`src/rtl/alu_pkg.sv`:
```
// Shared ALU control definitions: ALUCtrl codes, ALUOp classes, funct7 constants
// and the issue FSM state type.
package alu_pkg;

  localparam logic [3:0] ALU_AND    = 4'b0000;
  localparam logic [3:0] ALU_XOR    = 4'b0001;
  localparam logic [3:0] ALU_SLL    = 4'b0010;
  localparam logic [3:0] ALU_ADD    = 4'b0011;
  localparam logic [3:0] ALU_SUB    = 4'b0100;
  localparam logic [3:0] ALU_MUL    = 4'b0101;
  localparam logic [3:0] ALU_ADDI   = 4'b0110;
  localparam logic [3:0] ALU_SRAI   = 4'b0111;
  localparam logic [3:0] ALU_LS_ADD = 4'b1000;
  localparam logic [3:0] ALU_BR_SUB = 4'b1001;

  localparam logic [1:0] OP_LS = 2'b00;
  localparam logic [1:0] OP_BR = 2'b01;
  localparam logic [1:0] OP_R  = 2'b10;
  localparam logic [1:0] OP_I  = 2'b11;

  localparam logic [6:0] F7_BASE = 7'b0000000;
  localparam logic [6:0] F7_ALT  = 7'b0100000;
  localparam logic [6:0] F7_MUL  = 7'b0000001;

  typedef enum logic {
    ST_IDLE = 1'b0,
    ST_BUSY = 1'b1
  } alu_state_e;

endpackage

```
`src/rtl/alu_ctrl_decode.sv`:
```
// Combinational ALUOp/funct decoder producing the ALUCtrl code and illegal flag.
// The MUL decode and o_is_mul port exist only when ALU_CTRL_MUL_EN is defined.
import alu_pkg::*;

module alu_ctrl_decode (
  input  logic [1:0] i_alu_op,
  input  logic [9:0] i_funct,
  output logic [3:0] o_code,
`ifdef ALU_CTRL_MUL_EN
  output logic       o_is_mul,
`endif
  output logic       o_illegal
);

  logic [6:0] w_f7;
  logic [2:0] w_f3;

  assign w_f7 = i_funct[9:3];
  assign w_f3 = i_funct[2:0];

  // Illegal ops fall through with the harmless ADD code.
  always_comb begin
    o_code    = ALU_ADD;
    o_illegal = 1'b0;
`ifdef ALU_CTRL_MUL_EN
    o_is_mul  = 1'b0;
`endif
    case (i_alu_op)
      OP_LS: o_code = ALU_LS_ADD;
      OP_BR: o_code = ALU_BR_SUB;
      OP_R: begin
        case ({w_f7, w_f3})
          {F7_BASE, 3'b111}: o_code = ALU_AND;
          {F7_BASE, 3'b100}: o_code = ALU_XOR;
          {F7_BASE, 3'b001}: o_code = ALU_SLL;
          {F7_BASE, 3'b000}: o_code = ALU_ADD;
          {F7_ALT,  3'b000}: o_code = ALU_SUB;
`ifdef ALU_CTRL_MUL_EN
          {F7_MUL,  3'b000}: begin
            o_code   = ALU_MUL;
            o_is_mul = 1'b1;
          end
`endif
          default: o_illegal = 1'b1;
        endcase
      end
      default: begin
        if (w_f3 == 3'b000) begin
          o_code = ALU_ADDI;
        end else if (w_f3 == 3'b101 && w_f7 == F7_ALT) begin
          o_code = ALU_SRAI;
        end else begin
          o_illegal = 1'b1;
        end
      end
    endcase
  end

endmodule

```
`src/rtl/alu_ctrl_issue.sv`:
```
// EX-stage issue controller: registers the decoded ALUCtrl code and sequences
// multi-cycle MUL occupancy. MUL support is built only with ALU_CTRL_MUL_EN.
import alu_pkg::*;

module alu_ctrl_issue #(
  parameter int MUL_LAT = 3
) (
  input  logic       clk_i,
  input  logic       rst_i,
  input  logic       valid_i,
  input  logic [1:0] ALUOp_i,
  input  logic [9:0] funct_i,
  input  logic       flush_i,
  output logic       ready_o,
  output logic [3:0] ALUCtrl_o,
  output logic       ctrl_valid_o,
  output logic       stall_o,
  output logic       illegal_o
);

  if (MUL_LAT < 1 || MUL_LAT > 16) begin : g_bad_mul_lat
    $error("alu_ctrl_issue: MUL_LAT must be in 1..16");
  end

  logic [3:0] w_code_p0;
  logic       w_illegal_p0;
  logic       w_ready;
  logic       w_accept_p0;

  logic [3:0] r_code_p1;
  logic       r_vld_p1;
  logic       r_illegal_p1;

  assign w_accept_p0 = valid_i && w_ready && !flush_i;

`ifdef ALU_CTRL_MUL_EN
  localparam logic [3:0] LP_CNT_LOAD = 4'((MUL_LAT > 1) ? MUL_LAT - 2 : 0);

  logic       w_is_mul_p0;
  alu_state_e r_state, w_state_nxt;
  logic [3:0] r_cnt, w_cnt_nxt;

  alu_ctrl_decode u_decode (
    .i_alu_op  (ALUOp_i),
    .i_funct   (funct_i),
    .o_code    (w_code_p0),
    .o_is_mul  (w_is_mul_p0),
    .o_illegal (w_illegal_p0)
  );

  always_ff @(posedge clk_i) begin
    if (rst_i) begin
      r_state <= ST_IDLE;
      r_cnt   <= 4'd0;
    end else begin
      r_state <= w_state_nxt;
      r_cnt   <= w_cnt_nxt;
    end
  end

  always_comb begin
    w_state_nxt = r_state;
    w_cnt_nxt   = r_cnt;
    case (r_state)
      ST_IDLE: begin
        if (w_accept_p0 && w_is_mul_p0 && (MUL_LAT > 1)) begin
          w_state_nxt = ST_BUSY;
          w_cnt_nxt   = LP_CNT_LOAD;
        end
      end
      default: begin
        if (flush_i) begin
          w_state_nxt = ST_IDLE;
          w_cnt_nxt   = 4'd0;
        end else if (r_cnt == 4'd0) begin
          w_state_nxt = ST_IDLE;
        end else begin
          w_cnt_nxt = r_cnt - 4'd1;
        end
      end
    endcase
  end

  assign w_ready = (r_state == ST_IDLE);
  assign stall_o = (r_state == ST_BUSY);
`else
  alu_ctrl_decode u_decode (
    .i_alu_op  (ALUOp_i),
    .i_funct   (funct_i),
    .o_code    (w_code_p0),
    .o_illegal (w_illegal_p0)
  );

  assign w_ready = 1'b1;
  assign stall_o = 1'b0;
`endif

  // p0 -> p1: issue register seen by the ALU
  always_ff @(posedge clk_i) begin
    if (rst_i) begin
      r_code_p1    <= ALU_AND;
      r_vld_p1     <= 1'b0;
      r_illegal_p1 <= 1'b0;
    end else begin
      r_vld_p1     <= w_accept_p0 && !w_illegal_p0;
      r_illegal_p1 <= w_accept_p0 && w_illegal_p0;
      if (w_accept_p0) begin
        r_code_p1 <= w_code_p0;
      end
    end
  end

  assign ready_o      = w_ready;
  assign ALUCtrl_o    = r_code_p1;
  assign ctrl_valid_o = r_vld_p1;
  assign illegal_o    = r_illegal_p1;

endmodule

```
`config.mk`:
```
export PLATFORM = sky130hd
export DESIGN_NAME = alu_ctrl_issue
export DESIGN_NICKNAME = d
export VERILOG_FILES = /design/src/rtl/alu_pkg.sv /design/src/rtl/alu_ctrl_decode.sv /design/src/rtl/alu_ctrl_issue.sv
export SDC_FILE = /design/constraint.sdc
export NUM_CORES = 1
export LEC_CHECK = 0
export CAP_MARGIN = 20
export CORE_MARGIN = 2
export CORE_UTILIZATION = 33
export DETAILED_ROUTE_END_ITERATION = 7
export PLACE_DENSITY_LB_ADDON = 0.05
export SLEW_MARGIN = 30
export SYNTH_ARGS = -nofsm -noshare
export SYNTH_HDL_FRONTEND = slang
export SYNTH_SLANG_ARGS = --single-unit
export TNS_END_PERCENT = 1
```
`constraint.sdc`:
```
create_clock -name clk_i -period 0.97 [get_ports clk_i]
set_input_delay 0.097 -clock clk_i [delete_from_list [all_inputs] [get_ports clk_i]]
set_output_delay 0.097 -clock clk_i [all_outputs]
set_load 0.02 [all_outputs]
```
==> flow_summary.toml, run 1 <==
[outcome]
status = "finished, violations left"
violations = "negative setup slack"

[synthesis]
yosysTopAreaCellShare_pct = 26.7
synthesis.area_um2 = 450
synth_cell_types = 30
yosys.area.top_type = "dfxtp_1"
yosys_warnings = 0
synth_top_flop_cell = "dfxtp_1"
synth_most_common_cell = "dfxtp_1"
syn-mean-instance-area_um2 = 8.66
async_flop_share_pct = 0
syn-num-nets = 68
synth_seq_cells = 6
synth_edf_count = 0
yosys-top-cells-area = "dfxtp_1 27%, o2111ai_1 5.8%, nor4_4 4.7%, nor2b_1 4.2%, xnor2_1 3.9%"
synth_cells = 52
yosysSeqAreaShare_pct = 26.7
yosys-top-cells-count = "6 x dfxtp_1, 4 x nand2_1, 4 x nor2_1"

[clock_tree]
cts.sinks = 6
cts.clk_slew.worst_paths_ns = 0.05
clockBufferDepth = 2
clock_latency_ns = 0.24
root_buffer = "clkbuf_4"
cts_tree = "yes"
cts_max_level = 1
numCtsBuffers = 3

[sta]
setup_tns_ns = -0.0336
fmax_mhz = 1010
period_minus_slack_ns = 0.991
finalSetupViolations = 2
min_period_over_period_pct = 102
rsz0062_at_grt = "true"
fin_ws_ns = -0.0206
slew_violations = 0
hold_viol = 0
fin_skew_ns = 0

[worst_setup_path]
reg2regPathDepth = 3
endpoint_kind = "register"
required_ns = 1.10
reg2reg_from = "ALUCtrl_o[2]"
crit_family = "simple AND/OR/NAND/NOR gates"
r2r-end = "ALUCtrl_o[2]"
crit_chain = "clkdlybuf4s15_1 -> nor4_4 -> nand2_2 -> o311ai_2 -> a21oi_1"
critPathKind = "in2reg"
slowest_stage = "nor4_4"
startpoint_type = "input pin"
max_stage_delay_ns = 0.32
cp_max_fo = 4
r2r_slack_ns = 0.15
cp.arrival_ns = 1.12
crit_buf_inv = 1

[hold_path]
hold_end = "ALUCtrl_o[2]"
hp-start = "funct_i[3]"
hold_class = "in2reg"
min_path_cells = 4

[final_layout]
n_antenna_cell = 0
area_growth_pct = 81.9
nNetsFinal = 105
post-route-util_pct = 63.8
fin_area_um2 = 820
final_layout_size_suffix_gt1_share_pct = 50.6

[grt]
overflow = 0
grt_usage_pct = 16.6
grt_pass1_vias = 474
grt_antenna_before_repair = 0
grt_pass1_wl_mm = 1.82
grt_max_degree = 8

[detailed_routing]
antenna_left = 0
via_count = 519
dr.pass1.iters = 4
wl_per_cell_um = 12.1
drc = 0
drtIter0Drc = 6
viasPerCell = 5.09
totalWireLength_mm = 1.24

[floorplan]
start_util_pct = 35.1
die_area_mm2 = 0.00168
fp.dieW_um = 40.9
die_y_um = 40.9
core_area_mm2 = 0.00128
row_count = 13
ios = 24

[power]
peakVddDrop_mv = 0.343
leakage_uw = 0.000359
power.density_mw_per_mm2 = 899

[placement]
place_hpwl_um = 947
post_dp_cell_area_um2 = 767
port_buffers = 21
place.gp.congestion = 0.707

[run]
drv_cap = 0
==> cell usage in the layout (no fill, tap or decap), types with 3 or more instances in the layout <==
cell             instances
buf_4                   14
clkbuf_2                 8
dfxtp_1                  6
dlymetal6s2s_1           4
nand2_1                  3
clkbuf_4                 3
clkdlybuf4s15_2          3
==> worst max-delay path by stage <==
stage	start	to	cells after the start
after detailed placement	funct_i[2]	ctrl_valid_o	5
after global placement	funct_i[3]	ALUCtrl_o[1]	5
final	funct_i[6]	ALUCtrl_o[1]	5
after global routing	funct_i[6]	ALUCtrl_o[1]	5
after CTS	funct_i[2]	ALUCtrl_o[1]	5
after floorplan	funct_i[3]	ALUCtrl_o[1]	4
==> stage by stage <==
stage	total power (uW)	hold WS, ns	setup slack (ns)	instances
after floorplan	366	0.166	0.00579	52
after global placement	510	0.450	-0.554	99
after detailed placement	511	0.449	-0.563	99
after CTS	727	0.339	-0.0783	102
after global routing	775	0.259	-0.0921	102
final	737	0.226	-0.0206	102
==> cell families (layout without fill, tap and decap cells) <==
| logic type | after synthesis | count (layout) | share of synthesized area, % |
|---|---|---|---|
| buf+inv | 4 | 39 | 6.94 |
| xor+xnor | 2 | 2 | 3.89 |
| flops | 6 | 6 | 26.7 |
| compound gates | 13 | 13 | 24.4 |
| simple gates | 25 | 25 | 36.4 |
| other cells | 2 | 2 | 1.67 |
==> what timing repair did <==
action,CTS,global route
hold buffers,0,0
resized for setup,28,29
pin swaps,8,8
endpoints found under the setup margin,12,9
buffers inserted,0,0
==> registers in the layout, summed over array words and instances (netlist names) <==
| signal | count |
|---|---|
| ctrl_valid_o | 1 |
| illegal_o | 1 |
| ALUCtrl_o | 4 |
==> routing by layer <==
| layer | track usage [%] | up-vias | part of all wire (%) | wire length (um) |
|---|---|---|---|---|
| met2 | 29.7 | 17 | 53 | 652 |
| met4 | 10.0 | 0 | 1.1 | 13 |
| met1 | 18.6 | 235 | 42 | 515 |
| met5 | 0 | - | 0 | 0 |
| met3 | 1.63 | 2 | 4.6 | 57 |
| li1 | - | 265 | - | - |
==> where the power goes <==
group          total [uW]  switching, uW  leakage, uW  internal, uW
registers             262           4.70    0.0000490           257
clock network         227           87.4    0.0000138           140
logic                 248            121     0.000296           127
total                 737            213     0.000359           524
==> worst reg2reg max path, delay by kind of cell (launching register included) <==
| family | cells | cell delay [ns] |
|---|---|---|
| AND/OR/NAND/NOR | 1 | 0.04 |
| AO/OA/AOI/OAI | 1 | 0.25 |
| flip-flops | 1 | 0.33 |
| buffers and inverters | 1 | 0.11 |
==> area by class of cell <==
cell class / count / area [um2]
multi-input combinational: 42 / 360
fill: 136 / 465
sequential: 6 / 120
tap: 15 / 18.8
clock buffer: 3 / 22.5
timing repair buffer: 36 / 298
(Power assumes the default switching activity.)
==> inputs of run 2 (changes only) <==
--- a/config.mk
+++ b/config.mk
@@ -5,8 +5,8 @@
 export SDC_FILE = /design/constraint.sdc
 export NUM_CORES = 1
 export LEC_CHECK = 0
+export ABC_AREA = 0
 export CAP_MARGIN = 20
-export CORE_MARGIN = 2
 export CORE_UTILIZATION = 33
 export DETAILED_ROUTE_END_ITERATION = 7
 export PLACE_DENSITY_LB_ADDON = 0.05
==> flow_summary.toml, run 2 (synthesized netlist as in run 1, its figures left out) <==
[detailed_routing]
totalWireLength_mm = 1.11
drc = 0
via_count = 516
drtIter0Drc = 15
antenna_left = 0
viasPerCell = 5.21
dr.pass1.iters = 4
wl_per_cell_um = 11.3

[final_layout]
n_antenna_cell = 0
final_cell_mix = "12 x buf_4, 7 x clkbuf_2, 6 x dfxtp_1, 5 x dlymetal6s2s_1, 4 x nand2_1"
fillers = 112
nNetsFinal = 103
fin_cells = 99
final_common_cell = "buf_4"
seq_area_um2 = 120
area_growth_pct = 76.9
largest_reg_flops = 4
multi_input_area_um2 = 347
final_layout_size_suffix_gt1_share_pct = 44.7

[sta]
fin_skew_ns = 0
slew_violations = 0
hold_slack_ns = 0.223
period_minus_slack_ns = 0.934
rsz0062_at_grt = "true"
min_period_over_period_pct = 96.3
fmax_mhz = 1070
finalSetupViolations = 0
hold_viol = 0

[grt]
grt_pass1_vias = 494
grt_max_degree = 8
use_met1_pct = 23.5
grt-busiest-layer = "met2"
overflow = 0
grtUsageMet2_pct = 30.0
met3_usage_pct = 6.94
grt_usage_pct = 18.8
grt_antenna_before_repair = 0
grt_pass1_wl_mm = 1.93

[clock_tree]
clockBufferDepth = 2
cts_max_level = 1
cts_tree = "yes"
clock_latency_ns = 0.25
cts.sinks = 6
numCtsBuffers = 3
root_buffer = "clkbuf_4"
cts.clk_slew.worst_paths_ns = 0.04

[worst_setup_path]
reg2reg_from = "ALUCtrl_o[2]"
required_ns = 1.10
crit_start = "funct_i[8]"
cp.arrival_ns = 1.06
crit_chain = "dlygate4sd2_1 -> buf_4 -> nor2b_2 -> a22oi_2 -> o311ai_1 -> a21oi_1"
cp_max_fo = 5
r2r_slack_ns = 0.15
startpoint_type = "input pin"
critPathKind = "in2reg"
r2r-end = "ALUCtrl_o[2]"
slowest_stage = "dlygate4sd2_1"
endpoint_kind = "register"
max_stage_delay_ns = 0.28
reg2regPathDepth = 3

[floorplan]
row_count = 12
die_area_mm2 = 0.00152
start_util_pct = 38.0
core_area_mm2 = 0.00119
ios = 24
fp.dieW_um = 38.9
die_y_um = 38.9

[power]
peakVddDrop_mv = 0.656
power.density_mw_per_mm2 = 921
leakage_uw = 0.000358

[placement]
dp.cells = 95
place_hpwl_um = 820
place.gp.congestion = 0.799
port_buffers = 21

[hold_path]
hp-start = "funct_i[3]"
hold_class = "in2reg"
hold_end = "ALUCtrl_o[2]"
min_path_cells = 4

[outcome]
status = "finished clean"

[run]
drv_cap = 0
==> run 2: critical path, delay by kind of cell <==
kind,cells,cell delay (ns)
compound gates,3,0.40
buf+inv,2,0.45
simple gates,1,0.12
==> run 2: power breakdown <==
group          internal [uW]  switching (uW)  total (uW)
registers                257            3.87         261
clock network            140            95.8         236
logic                    123             114         237
total                    520             214         734
==> run 2: per-layer routing <==
layer / vias up / wire [um] / share of wire, %
met1: 231 / 519 / 47
met3: 2 / 65 / 5.8
met2: 21 / 524 / 47
met5: - / 0 / 0
met4: 0 / 6 / 0.54
li1: 262 / - / -
==> run 2: final cells by class <==
| type | count | share of cell area [%] |
|---|---|---|
| clock buffer | 3 | 2.83 |
| tap | 14 | 2.20 |
| timing repair buffer | 34 | 36.4 |
| sequential | 6 | 15.1 |
| multi-input combinational | 42 | 43.5 |
==> run 2: metrics by stage <==
stage          TNS [ns]  area, um2  setup slack (ns)  total power, uW  util (%)
5_1_grt          -0.110        797           -0.0396              780      67.2
6_report              0        797            0.0359              734      67.2
3_3_place_gp      -2.96        743            -0.523              499      62.7
3_5_place_dp      -2.98        743            -0.548              501      62.7
2_1_floorplan         0        457           0.00579              366         -
4_1_cts          -0.377        763            -0.128              729      64.3
==> run 2: how the worst max path moves through the flow <==
stage,slack (ns),cells after the start,to
after detailed placement,-0.55,5,ALUCtrl_o[1]
after global routing,-0.04,5,illegal_o
after CTS,-0.13,5,ALUCtrl_o[1]
final,0.04,6,ALUCtrl_o[1]
after floorplan,0.006,4,ALUCtrl_o[1]
after global placement,-0.52,5,ctrl_valid_o
==> run 2: what timing repair did <==
action                     CTS  global route
cloned                       0             0
buffers inserted             0             1
setup endpoints to repair   12             9
pin swaps                    4             7
resized for setup           23            29
hold buffers                 0             0
==> inputs of run 3 (changes only) <==
--- a/config.mk
+++ b/config.mk
@@ -7,11 +7,13 @@
 export LEC_CHECK = 0
 export ABC_AREA = 0
 export CAP_MARGIN = 20
-export CORE_UTILIZATION = 33
+export CORE_UTILIZATION = 35
 export DETAILED_ROUTE_END_ITERATION = 7
+export GPL_TIMING_DRIVEN = 0
 export PLACE_DENSITY_LB_ADDON = 0.05
 export SLEW_MARGIN = 30
 export SYNTH_ARGS = -nofsm -noshare
 export SYNTH_HDL_FRONTEND = slang
+export SYNTH_HIERARCHICAL = 1
 export SYNTH_SLANG_ARGS = --single-unit
 export TNS_END_PERCENT = 1
==> flow_summary.toml, run 3 <==
[final_layout]
area_growth_pct = 46.9
nNetsFinal = 98
post-route-util_pct = 56.1
fillers = 133
final_common_cell = "dlymetal6s2s_1"
final_cell_mix = "7 x dlymetal6s2s_1, 6 x dfxtp_1, 6 x nand2b_1, 5 x o21ai_2"
final_layout_size_suffix_gt1_share_pct = 38.8
largest_reg_flops = 4
fin_cells = 95
seq_area_um2 = 120
n_antenna_cell = 0
multi_input_area_um2 = 367

[clock_tree]
cts.sinks = 6
cts_tree = "yes"
hold_buffers = 0
clock_latency_ns = 0.24
post-cts-setup-buffer-count = 0
cts.clk_slew.worst_paths_ns = 0.04
clockBufferDepth = 2
root_buffer = "clkbuf_4"
cts_max_level = 1
numCtsBuffers = 3

[detailed_routing]
wl_per_cell_um = 11.0
totalWireLength_mm = 1.05
drc = 0
via_count = 495
drtIter0Drc = 10
dr.max_layer_used = "met3"
wl_met2_um = 441
antenna_left = 0
dr.pass1.iters = 4
viasPerCell = 5.21
route.met3.wl_um = 78
wl_met1_um = 525

[worst_setup_path]
startpoint_type = "register"
required_ns = 0.87
crit_family = "flip-flops"
cp_max_fo = 2
critPathKind = "reg2out"
crit_buf_inv = 1
crit_chain = "clkdlybuf4s15_2"
slowest_stage = "dfxtp_1"
endpoint_kind = "output pin"
max_stage_delay_ns = 0.33
cp.arrival_ns = 0.83

[synthesis]
syn-mean-instance-area_um2 = 8.49
yosys_warnings = 6
synth_top_flop_cell = "dfxtp_1"
yosysTopAreaCellShare_pct = 23.6
synthesis.area_um2 = 509
yosys-top-cells-area = "dfxtp_1 24%, nand4bb_1 8.8%, o21ai_2 8.6%, nand2b_1 7.4%, buf_4 4.4%"
synth_edf_count = 0
synth_cells = 60
async_flop_share_pct = 0
yosysSeqAreaShare_pct = 23.6
syn-num-nets = 76
yosys-top-cells-count = "6 x dfxtp_1, 6 x nand2b_1, 5 x nor2_1, 5 x o21ai_2"
synth_seq_cells = 6
yosys.area.top_type = "dfxtp_1"
synth_cell_types = 29

[placement]
dp.cells = 92
place_hpwl_um = 791
place.gp.congestion = 0.744
port_buffers = 17

[sta]
rsz0062_at_grt = "true"
fmax_mhz = 1080
min_period_over_period_pct = 95.8
period_minus_slack_ns = 0.929
fin_skew_ns = 0
hold_viol = 0
slew_violations = 0
finalSetupViolations = 0

[floorplan]
core_area_mm2 = 0.00133
fp.dieW_um = 40.1
die_area_mm2 = 0.00161
die_y_um = 40.1
row_count = 13
start_util_pct = 38.2
ios = 24

[power]
power.density_mw_per_mm2 = 929
total_power_uw = 695
leakage_uw = 0.000335
peakVddDrop_mv = 1.01

[grt]
grt_max_degree = 11
grt_pass1_vias = 396
grt_pass1_wl_mm = 1.52
grt_antenna_before_repair = 0
overflow = 0
grt_usage_pct = 14.3

[outcome]
status = "finished clean"

[run]
drv_cap = 0

[hold_path]
hold_class = "in2reg"
-- run 3: cell count changes after synthesis, sizes merged, moves of 2 or more --
cell     delta
nand2b      +5
a22oi       -2
o21ai       +6
nor2b       -3
buf         +2
and2b       +2
o2111ai     -3
nand4bb     +4
-- run 3: path summary, 6_finish.rpt --
path                startpoint            to  slack [ns]  cells past startpoint
hold / removal           rst_i     illegal_o        0.14                      2
setup reg to reg  ALUCtrl_o[0]  ALUCtrl_o[0]        0.39                      2
setup / recovery  ALUCtrl_o[0]  ALUCtrl_o[0]        0.04                      1
hold reg to reg   ALUCtrl_o[3]  ALUCtrl_o[3]        0.47                      2
-- run 3: cell families after synthesis --
| logic type | Yosys count | synth area share [%] |
|---|---|---|
| and+or+nand+nor | 29 | 37.6 |
| AOI/OAI and AO/OA | 14 | 23.3 |
| buffers and inverters | 7 | 10.6 |
| other | 2 | 1.47 |
| DFF | 6 | 23.6 |
| xor gates and xnor gates | 2 | 3.44 |
-- run 3: metal layers --
layer	GRT usage (%)	vias up
li1	-	256
met1	19.0	219
met2	21.0	20
met3	8.33	0
met4	0	0
met5	0	-
-- run 3: layout make-up --
cell class                 count  share of cell area, %
inverter                       1                  0.502
timing repair buffer          17                   22.2
tap                           15                   2.51
buffer                         6                   6.69
clock buffer                   3                   3.01
multi-input combinational     47                   49.0
sequential                     6                   16.1
-- run 3: repair_timing --
action / CTS / global route
setup endpoints to repair: 11 / 10
gates resized for setup: 16 / 21
pin swaps: 2 / 6
gates cloned: 0 / 0
-- run 3: where the power goes --
group	switching, uW	internal [uW]
clock network	83.5	139
registers	3.80	257
logic	103	108
total	191	505
-- run 3: metrics by stage --
step                      area [um2]  setup TNS [ns]  setup slack [ns]  hold WS (ns)
after floorplan                  514          -0.138           -0.0560         0.275
after global placement           703           -3.30            -0.699         0.376
after detailed placement         703           -3.41            -0.701         0.389
after CTS                        736          -0.690            -0.257         0.135
after global routing             748         -0.0183           -0.0183         0.156
final                            748               0            0.0409         0.136
